--- config.mk ---
export PLATFORM = sky130hd
export DESIGN_NAME = joypad_io_flat
export DESIGN_NICKNAME = d
export VERILOG_FILES = /design/src/rtl/joypad_io_if.sv /design/src/rtl/joypad_io.sv /design/src/flat_wrapper.sv
export SDC_FILE = /design/constraint.sdc
export NUM_CORES = 1
export LEC_CHECK = 0
export ABC_AREA = 1
export CAP_MARGIN = 20
export CORE_ASPECT_RATIO = 0.7
export CORE_MARGIN = 1
export CORE_UTILIZATION = 40
export DETAILED_ROUTE_END_ITERATION = 12
export PLACE_DENSITY = 0.68
export REMOVE_ABC_BUFFERS = 1
export SETUP_SLACK_MARGIN = 0.2
export SLEW_MARGIN = 5
export SYNTH_ARGS = -nofsm -noshare
export SYNTH_HDL_FRONTEND = slang
export SYNTH_SLANG_ARGS = --single-unit
export TNS_END_PERCENT = 100
--- constraint.sdc ---
create_clock -name clock -period 1.6 [get_ports clock]
set_clock_uncertainty 0.1 [all_clocks]
set_input_delay 0.32 -clock clock [delete_from_list [all_inputs] [get_ports clock]]
set_output_delay 0.32 -clock clock [all_outputs]
set_load 0.01 [all_outputs]
--- src/rtl/joypad_io_if.sv ---
// rtl/joypad_io_if.sv - strobed CPU register port for the $4016/$4017 controller registers
interface joypad_io_if;
  logic       io_sel;
  logic       io_en;
  logic       io_rw;
  logic [7:0] io_data_in;
  logic [7:0] io_data_out;
  logic [7:0] bus_last;

  modport master (
    output io_sel, io_en, io_rw, io_data_in, bus_last,
    input  io_data_out
  );

  modport slave (
    input  io_sel, io_en, io_rw, io_data_in, bus_last,
    output io_data_out
  );
endinterface

--- src/rtl/joypad_io.sv ---
// rtl/joypad_io.sv - $4016/$4017 responder: latches two pads on strobe, shifts one bit per read
// Per-pad turbo on A/B gated by a frame-tick driven phase.
module joypad_io #(
  parameter int SYNC_STAGES  = 2,
  parameter int TURBO_FRAMES = 2
) (
  input  logic       clock,
  input  logic       reset_n,
  input  logic       cpu_clk_en,
  input  logic       frame_tick,
  input  logic [7:0] pad1_btn,
  input  logic [7:0] pad2_btn,
  input  logic [1:0] pad1_turbo,
  input  logic [1:0] pad2_turbo,
  joypad_io_if.slave io
);
  localparam int CW = (TURBO_FRAMES > 1) ? $clog2(TURBO_FRAMES) : 1;
  localparam int SW = 20;
  localparam logic [CW-1:0] CNT_LAST = CW'(TURBO_FRAMES - 1);

  logic [SW-1:0] sync_q [SYNC_STAGES];
  logic [SW-1:0] sync_out;
  logic [CW-1:0] cnt_q, cnt_d;
  logic          phase_q, phase_d;
  logic          strobe_q, strobe_d;
  logic [7:0]    shift1_q, shift1_d;
  logic [7:0]    shift2_q, shift2_d;
  logic [7:0]    eff1, eff2;
  logic          acc;
  logic          unused_bits;

  function automatic logic [7:0] apply_turbo(input logic [7:0] b, input logic [1:0] t,
                                             input logic ph);
    apply_turbo = b;
    if (t[0]) apply_turbo[0] = b[0] & ph;
    if (t[1]) apply_turbo[1] = b[1] & ph;
  endfunction

  always_ff @(posedge clock or negedge reset_n) begin
    if (!reset_n) begin
      for (int i = 0; i < SYNC_STAGES; i++) sync_q[i] <= '0;
    end else begin
      sync_q[0] <= {pad2_turbo, pad1_turbo, pad2_btn, pad1_btn};
      for (int i = 1; i < SYNC_STAGES; i++) sync_q[i] <= sync_q[i-1];
    end
  end

  assign sync_out = sync_q[SYNC_STAGES-1];
  // Registered phase is used, so a reload coincident with frame_tick sees the pre-toggle value.
  assign eff1 = apply_turbo(sync_out[7:0],  sync_out[17:16], phase_q);
  assign eff2 = apply_turbo(sync_out[15:8], sync_out[19:18], phase_q);
  assign acc  = cpu_clk_en & io.io_en;

  always_comb begin
    cnt_d   = cnt_q;
    phase_d = phase_q;
    if (frame_tick) begin
      if (cnt_q == CNT_LAST) begin
        cnt_d   = '0;
        phase_d = ~phase_q;
      end else begin
        cnt_d = cnt_q + CW'(1);
      end
    end
  end

  always_comb begin
    strobe_d = strobe_q;
    shift1_d = shift1_q;
    shift2_d = shift2_q;
    if (acc && io.io_rw && !io.io_sel) strobe_d = io.io_data_in[0];
    if (strobe_q) begin
      shift1_d = eff1;
      shift2_d = eff2;
    end else if (acc && !io.io_rw) begin
      if (io.io_sel) shift2_d = {1'b1, shift2_q[7:1]};
      else           shift1_d = {1'b1, shift1_q[7:1]};
    end
  end

  always_ff @(posedge clock or negedge reset_n) begin
    if (!reset_n) begin
      cnt_q    <= '0;
      phase_q  <= 1'b0;
      strobe_q <= 1'b0;
      shift1_q <= 8'h00;
      shift2_q <= 8'h00;
    end else begin
      cnt_q    <= cnt_d;
      phase_q  <= phase_d;
      strobe_q <= strobe_d;
      shift1_q <= shift1_d;
      shift2_q <= shift2_d;
    end
  end

  assign io.io_data_out = {io.bus_last[7:5], 4'b0000,
                           io.io_sel ? shift2_q[0] : shift1_q[0]};
  assign unused_bits = ^{io.io_data_in[7:1], io.bus_last[4:0]};
endmodule
--- src/flat_wrapper.sv ---
// flat-port wrapper written by rule: the top's interface ports become plain ports
module joypad_io_flat 
#(
  parameter int SYNC_STAGES  = 2,
  parameter int TURBO_FRAMES = 2
)
  (clock, reset_n, cpu_clk_en, frame_tick, pad1_btn, pad2_btn, pad1_turbo, pad2_turbo, io_io_sel, io_io_en, io_io_rw, io_io_data_in, io_bus_last, io_io_data_out);
  joypad_io_if io_i ();
  input  logic clock;
  input  logic reset_n;
  input  logic cpu_clk_en;
  input  logic frame_tick;
  input  logic [7:0] pad1_btn;
  input  logic [7:0] pad2_btn;
  input  logic [1:0] pad1_turbo;
  input  logic [1:0] pad2_turbo;
  input wire logic [$bits(io_i.io_sel)-1:0] io_io_sel;
  input wire logic [$bits(io_i.io_en)-1:0] io_io_en;
  input wire logic [$bits(io_i.io_rw)-1:0] io_io_rw;
  input wire logic [$bits(io_i.io_data_in)-1:0] io_io_data_in;
  input wire logic [$bits(io_i.bus_last)-1:0] io_bus_last;
  output wire logic [$bits(io_i.io_data_out)-1:0] io_io_data_out;
  assign io_i.io_sel = io_io_sel;
  assign io_i.io_en = io_io_en;
  assign io_i.io_rw = io_io_rw;
  assign io_i.io_data_in = io_io_data_in;
  assign io_i.bus_last = io_bus_last;
  assign io_io_data_out = io_i.io_data_out;
  joypad_io #(.SYNC_STAGES(SYNC_STAGES), .TURBO_FRAMES(TURBO_FRAMES)) u_core (.clock(clock), .reset_n(reset_n), .cpu_clk_en(cpu_clk_en), .frame_tick(frame_tick), .pad1_btn(pad1_btn), .pad2_btn(pad2_btn), .pad1_turbo(pad1_turbo), .pad2_turbo(pad2_turbo), .io(io_i));
endmodule
---- After elaboration in Yosys (flattened, before gate mapping) ----
Cells that the tools add are included.
operators by class
  $add $sub $neg .......................... 1
  eq/ne operators ......................... 1
  mux-type cells .......................... 12
  bitwise gates (word level) .............. 6
  reduce and logical (&&, ||, !) cells .... 10
operators by type and width
  kind                 count
  $mux 8               6
  $mux 1               6
  $reduce_and 2->1     3
  $and 1x1->1          5
  $reduce_bool 2->1    2
  $logic_and 1x1->1    3
  $logic_not 1->1      2
  $ne 2x1->1 const B   1
  $add 1x1->1 const B  1
  $not 1->1            1
word-level totals
  flip-flop bits (word level) ............. 59
  bits of input ports ..................... 43
  output and inout bits ................... 8
  logic and storage cells ................. 37

---- Logic depth before layout (Yosys ltp) ----
Gate-level depths: netlist of the first run.
  word-level depth ........................ 4
  gate-level depth with buffers ........... 7
  mapped depth without buffers ............ 6

---- Least setup slack after synthesis of the first run ----
No wires, ideal clock.
  path type ............................... reg-to-reg
  from .................................... reg u_core.strobe_q
  to ...................................... reg u_core.shift1_q[2]
  setup time .............................. 0.117 ns
  arrival time ............................ 0.853 ns
  data required time ...................... 1.383 ns
  slack ................................... 0.530 ns
  cell stages (with the launch flop) ...... 7
  period minus slack after synthesis ...... 1.070 ns
  cell sequence ........................... dfrtp_1 -> buf_6 -> inv_4 -> buf_8 -> nand2_2 -> nand3_1 -> nand2_1
on the way
  cells in the longest elaborated chain, start to end .. 2
  elaborated cells on any way between the ends .. 4
ends and longest elaborated chain
  element                                                           line             RTL
  from (decl)                                                       joypad_io.sv:25  logic strobe_q, strobe_d;
  from (signal assigned)                                            joypad_io.sv:91  strobe_q <= strobe_d;
  $ne 2x1->1 (no source line) or $reduce_bool 2->1 (tied branches)  --
  $reduce_and 2->1 (no source line)                                 --
  to (signal assigned)                                              joypad_io.sv:92  shift1_q <= shift1_d;
  to (decl)                                                         joypad_io.sv:26  logic [7:0] shift1_q, shift1_d;
Several ways; a longest one is shown, not always the timed one.
A chain may end at the register's enable or synchronous reset.

---- Final worst setup path of the first run ----
  from .................................... reg u_core.shift2_q[0]
  to ...................................... out io_io_data_out[0]
on the way
  cells in the longest elaborated chain, start to end .. 1
ends and longest elaborated chain
  element                 line                RTL
  from (decl)             joypad_io.sv:27     logic [7:0] shift2_q, shift2_d;
  from (signal assigned)  joypad_io.sv:93     shift2_q <= shift2_d;
  $mux 1                  joypad_io.sv:98     io.io_sel ? shift2_q[0] : shift1_q[0]};
  to (decl)               flat_wrapper.sv:22  output wire logic [$bits(io_i.io_data_out)-1:0] io_io_data_out;
Every way passes these cells.

==> results of run 1 <==
worst register-to-register path: cells and delay by family, from the launching register on:
| family | cells | cell delay [ps] |
|---|---|---|
| flip-flops | 1 | 430 |
| AND/OR/NAND/NOR | 3 | 320 |
| buffers and inverters | 1 | 290 |
layer usage:
layer / vias to the layer above / part of all wire
li1: 682 / -
met1: 584 / 0.52
met2: 45 / 0.38
met3: 7 / 0.080
met4: 0 / 0.014
met5: - / 0
final timing paths:
path / from / endpoint / slack [ps]
max: u_core.shift2_q[0] / io_io_data_out[0] / 210
min: u_core.sync_q[39] / u_core.sync_out[19] / 250
max reg2reg: u_core.strobe_q / u_core.shift1_q[2] / 360
min reg2reg: u_core.sync_q[39] / u_core.sync_out[19] / 250
max in group asynchronous: reset_n / u_core.shift2_q[1] / 740
min in group asynchronous: reset_n / u_core.shift1_q[5] / 410
layout by cell type, fill, tap and decap left out, drive strengths merged, types with 2 or more instances in the layout:
master,instances
buf,10
clkbuf,10
clkdlybuf4s50,25
clkinv,2
clkinvlp,2
conb,4
dfrtp,59
inv,12
nand2,85
nand3,20
nor2,3
o21ai,3
or2,2
xor2,2
metrics by stage:
step / TNS, ps / worst slack [ps] / power, W / hold slack (ps)
after floorplan: 0 / 215 / 0.00232 / -75.6
after global placement: -285 / -285 / 0.00257 / 233
after detailed placement: -315 / -315 / 0.00259 / 236
after CTS: 0 / 187 / 0.00380 / 252
after global routing: 0 / 137 / 0.00406 / 257
final: 0 / 205 / 0.00378 / 249
registers in the layout, indices dropped and copies added, names as in the netlist:
name / count
u_core.sync_out: 20
u_core.sync_q: 20
u_core.shift1_q: 8
u_core.shift2_q: 8
u_core.cnt_q: 1
u_core.phase_q: 1
u_core.strobe_q: 1
power by group through the flow:
stage	combinational [W]	clock (W)	sequential [W]
2_1_floorplan	0.000444	0	0.00188
3_3_place_gp	0.000680	0	0.00189
3_5_place_dp	0.000695	0	0.00190
4_1_cts	0.000710	0.00122	0.00187
5_1_grt	0.000857	0.00130	0.00190
6_report	0.000733	0.00118	0.00187
area by class of cell:
cell class                 count  share of cell area
sequential                    59               0.551
multi-input combinational    120               0.204
timing repair buffer          37               0.131
clock buffer                  10              0.0476
tap                           69              0.0322
clock inverter                 6              0.0187
inverter                      10              0.0149
cell families (layout without fill, tap and decap cells):
logic type	after synthesis	after routing	synth area share
simple gates	111	111	0.230
other cells	1	4	0.00174
buf+inv	22	63	0.0646
flops	59	59	0.686
compound gates	3	3	0.00873
xor+xnor	2	2	0.00815
what timing repair did:
action,4_1_cts,5_1_grt
endpoints found under the hold margin,59,0
buffers inserted,1,2
pin swaps,2,1
setup endpoints to repair,1,1
hold buffers,1,0
resized for setup,5,0
==> run_results.csv, run 1 <==
group,metric,value,unit
die,core_area,4970,µm²
status,run_status,"complete, no violations",
worst_setup_path,timing.critical_path.max_delay_family,"flip-flops",
cts,tritoncts.num_buffers,9,
synthesis,number_of_synthesized_flops_with_an_enable_pin,0,
worst_setup_path,crit_chain,"nand2_1, nand2_1, buf_2",
power,power-per-cell-area,1410,nW/µm²
worst_setup_path,worst_setup_path_start_kind,"flop",
global_routing,grt_max_degree,60,
final_layout,post-route-util,0.539,
final_layout,n_fill_cell,446,
die,die-area,5680,µm²
routing,first_iter_violations,87,
synthesis,flip_flop_and_latch_count_after_synthesis,59,
power,leakage_power_figure,1.35,nW
die,initial_core_util,0.433,
sta,timing_hold_violations_final,0,
worst_setup_path,critical_path_depth,3,
power,comb_power_share,0.194,
worst_setup_path,worstPathBufferInverterCount,1,
worst_setup_path,path_class,"reg -> out",
routing,route.detailed.drc,0,
worst_setup_path,critical-path-top-cell-by-count,"nand2_1",
final_layout,final-instance-count-excl-fill,311,
global_routing,antenna_found_initial,0,
synthesis,postSynth.topFlopCell,"dfrtp_1",
sta,final.period_utilization,0.872,
worst_setup_path,critPathMaxFanout,2,
die,die_h,63.4,µm
routing,drt-pass1-iter-count,4,
final_layout,layout.area.seq,1480,µm²
cts,clock_tree.root_cell,"clkbuf_8",
power,ir_drop,0.600,mV
synthesis,cell_with_the_most_instances_after_synthesis,"nand2_1",
worst_setup_path,worst_path_largest_cell_delay,390,ps
placed_design,placed_cells_incl_taps,291,
die,floorplan.io_pins,51,
run,maxCapViolCount,0,
synthesis,ys_warn_count,0,
final_layout,final_layout_size_suffix_gt1_frac,0.145,
global_routing,grt_first_pass_wirelength,5.59,mm
synthesis,ys_types,22,
die,die_w,89.6,µm
global_routing,grtUsageMet1,0.187,
power,power_switching,0.00112,W
worst_hold_path,hold_path.class,"reg -> reg",
global_routing,via_count_of_the_first_global_routing_pass,1248,
cts,ctsLongestPathBuffers,2,
placed_design,numPortBuffers,28,
worst_hold_path,whs_path_depth,0,
sta,max_freq,717,MHz
sta,maxSlewViolCount,0,
final_layout,areaGrowthSynthToFinish,24.5,%
routing,post_drt_wl_per_cell,10.8,µm
cts,clock_insertion_delay_worst_skew,340,ps
synthesis,synth_area,2150,µm²
placed_design,dp_hpwl,2.15,mm
global_routing,globalRoute.busiestLayer,"met1",
routing,routed_wl,3.35,mm
worst_setup_path,critical_path_required_time,1180,ps
sta,report.final.setup_viol,0,
global_routing,grt_use_total,0.139,
power,power_report.internal_total,0.00266,W
power,clock_power_share,0.312,
routing,postRouteAntennaNets,0,
placed_design,dpl_cell_area,2470,µm²
synthesis,synthDominantCellAreaShare,0.686,
synthesis,avgSynthCellArea,10.9,µm²
synthesis,ys_seq_area_frac,0.686,
cts,clock_tree.htree_level_count,3,
synthesis,synthArstFlopShare,1.00,
global_routing,grt_util_met2,0.176,
die,placement_rows,21,
placed_design,globalplace.congestion,0.769,
final_layout,fin_area,2680,µm²
worst_setup_path,arrival,970,ps
global_routing,global_route.overflow_total,0,
sta,grt_setup_unrepaired,"true",
worst_setup_path,timing.critical_path.slowest_stage_cell,"dfrtp_1",
power,netSwitchingFraction,0.297,
final_layout,layout.nets,280,
worst_setup_path,setup.worst_path.end_class,"output port",
cts,clkSinkCount,59,
global_routing,met3_global_route_usage,0.0891,
synthesis,gate_count_of_the_mapped_netlist,198,
power,seq_power_share,0.494,
final_layout,area_of_the_multi_input_gates,547,µm²
cts,cts.reportedPaths.clkPinSlew,70,ps
routing,detailroute.via_count,1318,
worst_setup_path,worst_reg_to_reg_cells,4,
sta,finalCriticalPeriod,1390,ps
synthesis,synth_common_cells,"79 x nand2_1, 59 x dfrtp_1, 20 x nand3_1",
synthesis,synthDominantAreaCellType,"dfrtp_1",
synthesis,synth_area_leaders,"dfrtp_1 69%, nand2_1 14%, nand3_1 4.7%",
cts,cts_tree,"done",
final_layout,n_antenna_cell,0,
routing,route.detailed.vias_per_inst,4.24,
(Power assumes the default switching activity.)
==> inputs of run 2 (changes only) <==
- CORE_UTILIZATION: 40 -> 30
- PLACE_DENSITY: 0.68 -> 0.55
==> run 2 against run 1 <==
Against the previous run:
- total power fell by 3.2%
- via count is 0.61% lower
- die area rose by 32%
- clock power shrank 7%
- global-route usage decreased by 2.8 points
- clock-buffer cell count increased by 2
- worst hold slack lost 5.0 ps
- non-clock buffer count fell by 2
- combinational power fell by 5.3%
- final cell count is 7.1% higher
- maximum frequency grew 1.5%
- critical path depth unchanged
- critical path type unchanged
- largest power group unchanged
==> run_results.csv, run 2 (synthesis results as in run 1) <==
group,metric,value,unit
status,run_status,"complete, no violations",
die,die-area,7520,µm²
routing,detailroute.via_count,1310,
worst_setup_path,r2r_start,"u_core.strobe_q",
global_routing,grt_max_degree,60,
routing,postRouteAntennaNets,0,
global_routing,global_route.overflow_total,0,
die,initial_core_util,0.314,
routing,route.detailed.drc,0,
final_layout,fin_area,2680,µm²
final_layout,layout.area.seq,1480,µm²
cts,cts_tree,"done",
worst_setup_path,r2r_slack,370,ps
cts,clock_tree.htree_level_count,3,
sta,finalCriticalPeriod,1370,ps
sta,maxSlewViolCount,0,
worst_setup_path,critPathMaxFanout,2,
final_layout,n_fill_cell,692,
sta,max_freq,728,MHz
routing,routed_wl,3.37,mm
worst_hold_path,min_delay_worst_endpoint,"u_core.sync_out[2]",
run,maxCapViolCount,0,
worst_setup_path,setup.worst_path.end_class,"output port",
routing,post_drt_wl_per_cell,10.1,µm
worst_setup_path,path_class,"reg -> out",
routing,first_iter_violations,77,
sta,setup_tns,0,ps
die,core_area,6850,µm²
placed_design,numPortBuffers,28,
final_layout,n_antenna_cell,0,
worst_setup_path,worst_setup_path_start_kind,"flop",
global_routing,antenna_found_initial,0,
worst_hold_path,whs_path_depth,0,
cts,clock_tree.root_cell,"clkbuf_8",
worst_hold_path,hold_path.class,"reg -> reg",
final_layout,final_layout_size_suffix_gt1_frac,0.130,
worst_setup_path,worst_reg_to_reg_cells,4,
power,ir_drop,0.656,mV
die,die_w,103,µm
placed_design,dp_hpwl,2.13,mm
sta,fin_worst_hold_slack,244,ps
worst_hold_path,hp-start,"u_core.sync_q[22]",
worst_setup_path,arrival,950,ps
cts,clkSinkCount,59,
worst_setup_path,critical_path_required_time,1180,ps
power,power-per-cell-area,1370,nW/µm²
routing,route.detailed.vias_per_inst,3.93,
final_layout,layout.nets,278,
global_routing,via_count_of_the_first_global_routing_pass,1254,
global_routing,grt_use_total,0.111,
worst_setup_path,timing.rr.end,"u_core.shift1_q[2]",
sta,report.final.setup_viol,0,
cts,cts.reportedPaths.clkPinSlew,60,ps
routing,drt-pass1-iter-count,4,
die,die_h,72.8,µm
sta,grt_setup_unrepaired,"true",
final_layout,layout.cells.most_common_list,"79 x nand2_1, 59 x dfrtp_1, 25 x clkdlybuf4s50_1",
placed_design,dpl_cell_area,2510,µm²
placed_design,globalplace.congestion,0.722,
die,floorplan.io_pins,51,
final_layout,areaGrowthSynthToFinish,24.5,%
final_layout,final_common_cell,"nand2_1",
sta,timing_hold_violations_final,0,
cts,ctsLongestPathBuffers,2,
cts,tritoncts.num_buffers,9,
global_routing,grt_first_pass_wirelength,5.98,mm
die,placement_rows,25,
sta,final.period_utilization,0.859,
final_layout,area_of_the_multi_input_gates,547,µm²
final_layout,post-route-util,0.391,
cts,clock_insertion_delay_worst_skew,320,ps
power,leakage_power_figure,1.34,nW
-- run 2: cell count changes in the layout (fill, tap and decap cells not counted) --
cell and change:
clkinv_4 -2, clkinv_2 +3, clkbuf_1 +1, inv_6 -2, buf_4 -2, clkbuf_8 +1, clkinvlp_4 -2
-- run 2: worst max-delay path by stage --
stage,from,depth (start not counted),slack (ps),to
floorplan,u_core.strobe_q,4,210,u_core.shift1_q[7]
global placement,io_io_sel,4,-290,io_io_data_out[0]
detailed placement,io_io_sel,4,-320,io_io_data_out[0]
CTS,u_core.shift2_q[0],3,200,io_io_data_out[0]
global route,u_core.shift1_q[0],3,160,io_io_data_out[0]
finish,u_core.shift2_q[0],3,230,io_io_data_out[0]
-- run 2: area by class of cell --
| class | count | share of cell area |
|---|---|---|
| Sequential cell | 59 | 0.551 |
| Multi-Input combinational cell | 120 | 0.204 |
| Timing Repair Buffer | 35 | 0.126 |
| Clock buffer | 12 | 0.0542 |
| Tap cell | 94 | 0.0439 |
| Inverter | 10 | 0.0150 |
| Clock inverter | 3 | 0.00561 |
-- run 2: power breakdown --
group | switching, W | total [W] | internal [W]
Combinational | 0.000389 | 0.000694 | 0.000305
Clock | 0.000508 | 0.00110 | 0.000587
Sequential | 0.000120 | 0.00187 | 0.00175
-- run 2: worst max-delay path, cell delays in order, from the launching register on --
cell	delay [ps]
dfrtp_1	390
nand2_1	60
nand2_1	50
buf_2	130
-- run 2: timing repair --
| action | in CTS | in global routing |
|---|---|---|
| cloned | 0 | 0 |
| setup buffers | 0 | 1 |
| pin swaps | 2 | 0 |
| hold endpoints to repair | 59 | 0 |
| hold buffers | 1 | 0 |
| setup endpoints to repair | 1 | 1 |
| resized for setup | 5 | 0 |
-- run 2: routing by layer --
layer	track usage	up-vias	wire, µm
met5	0	-	0
met4	0.0469	0	16
met3	0.0575	4	293
met2	0.141	45	1360
met1	0.155	587	1700
li1	-	674	-
-- run 2: stage by stage --
step	setup WS, ps	power, W	cells
floorplan	215	0.00232	189
global placement	-287	0.00257	316
detailed placement	-321	0.00259	316
CTS	202	0.00371	332
global route	164	0.00396	333
finish	225	0.00366	333
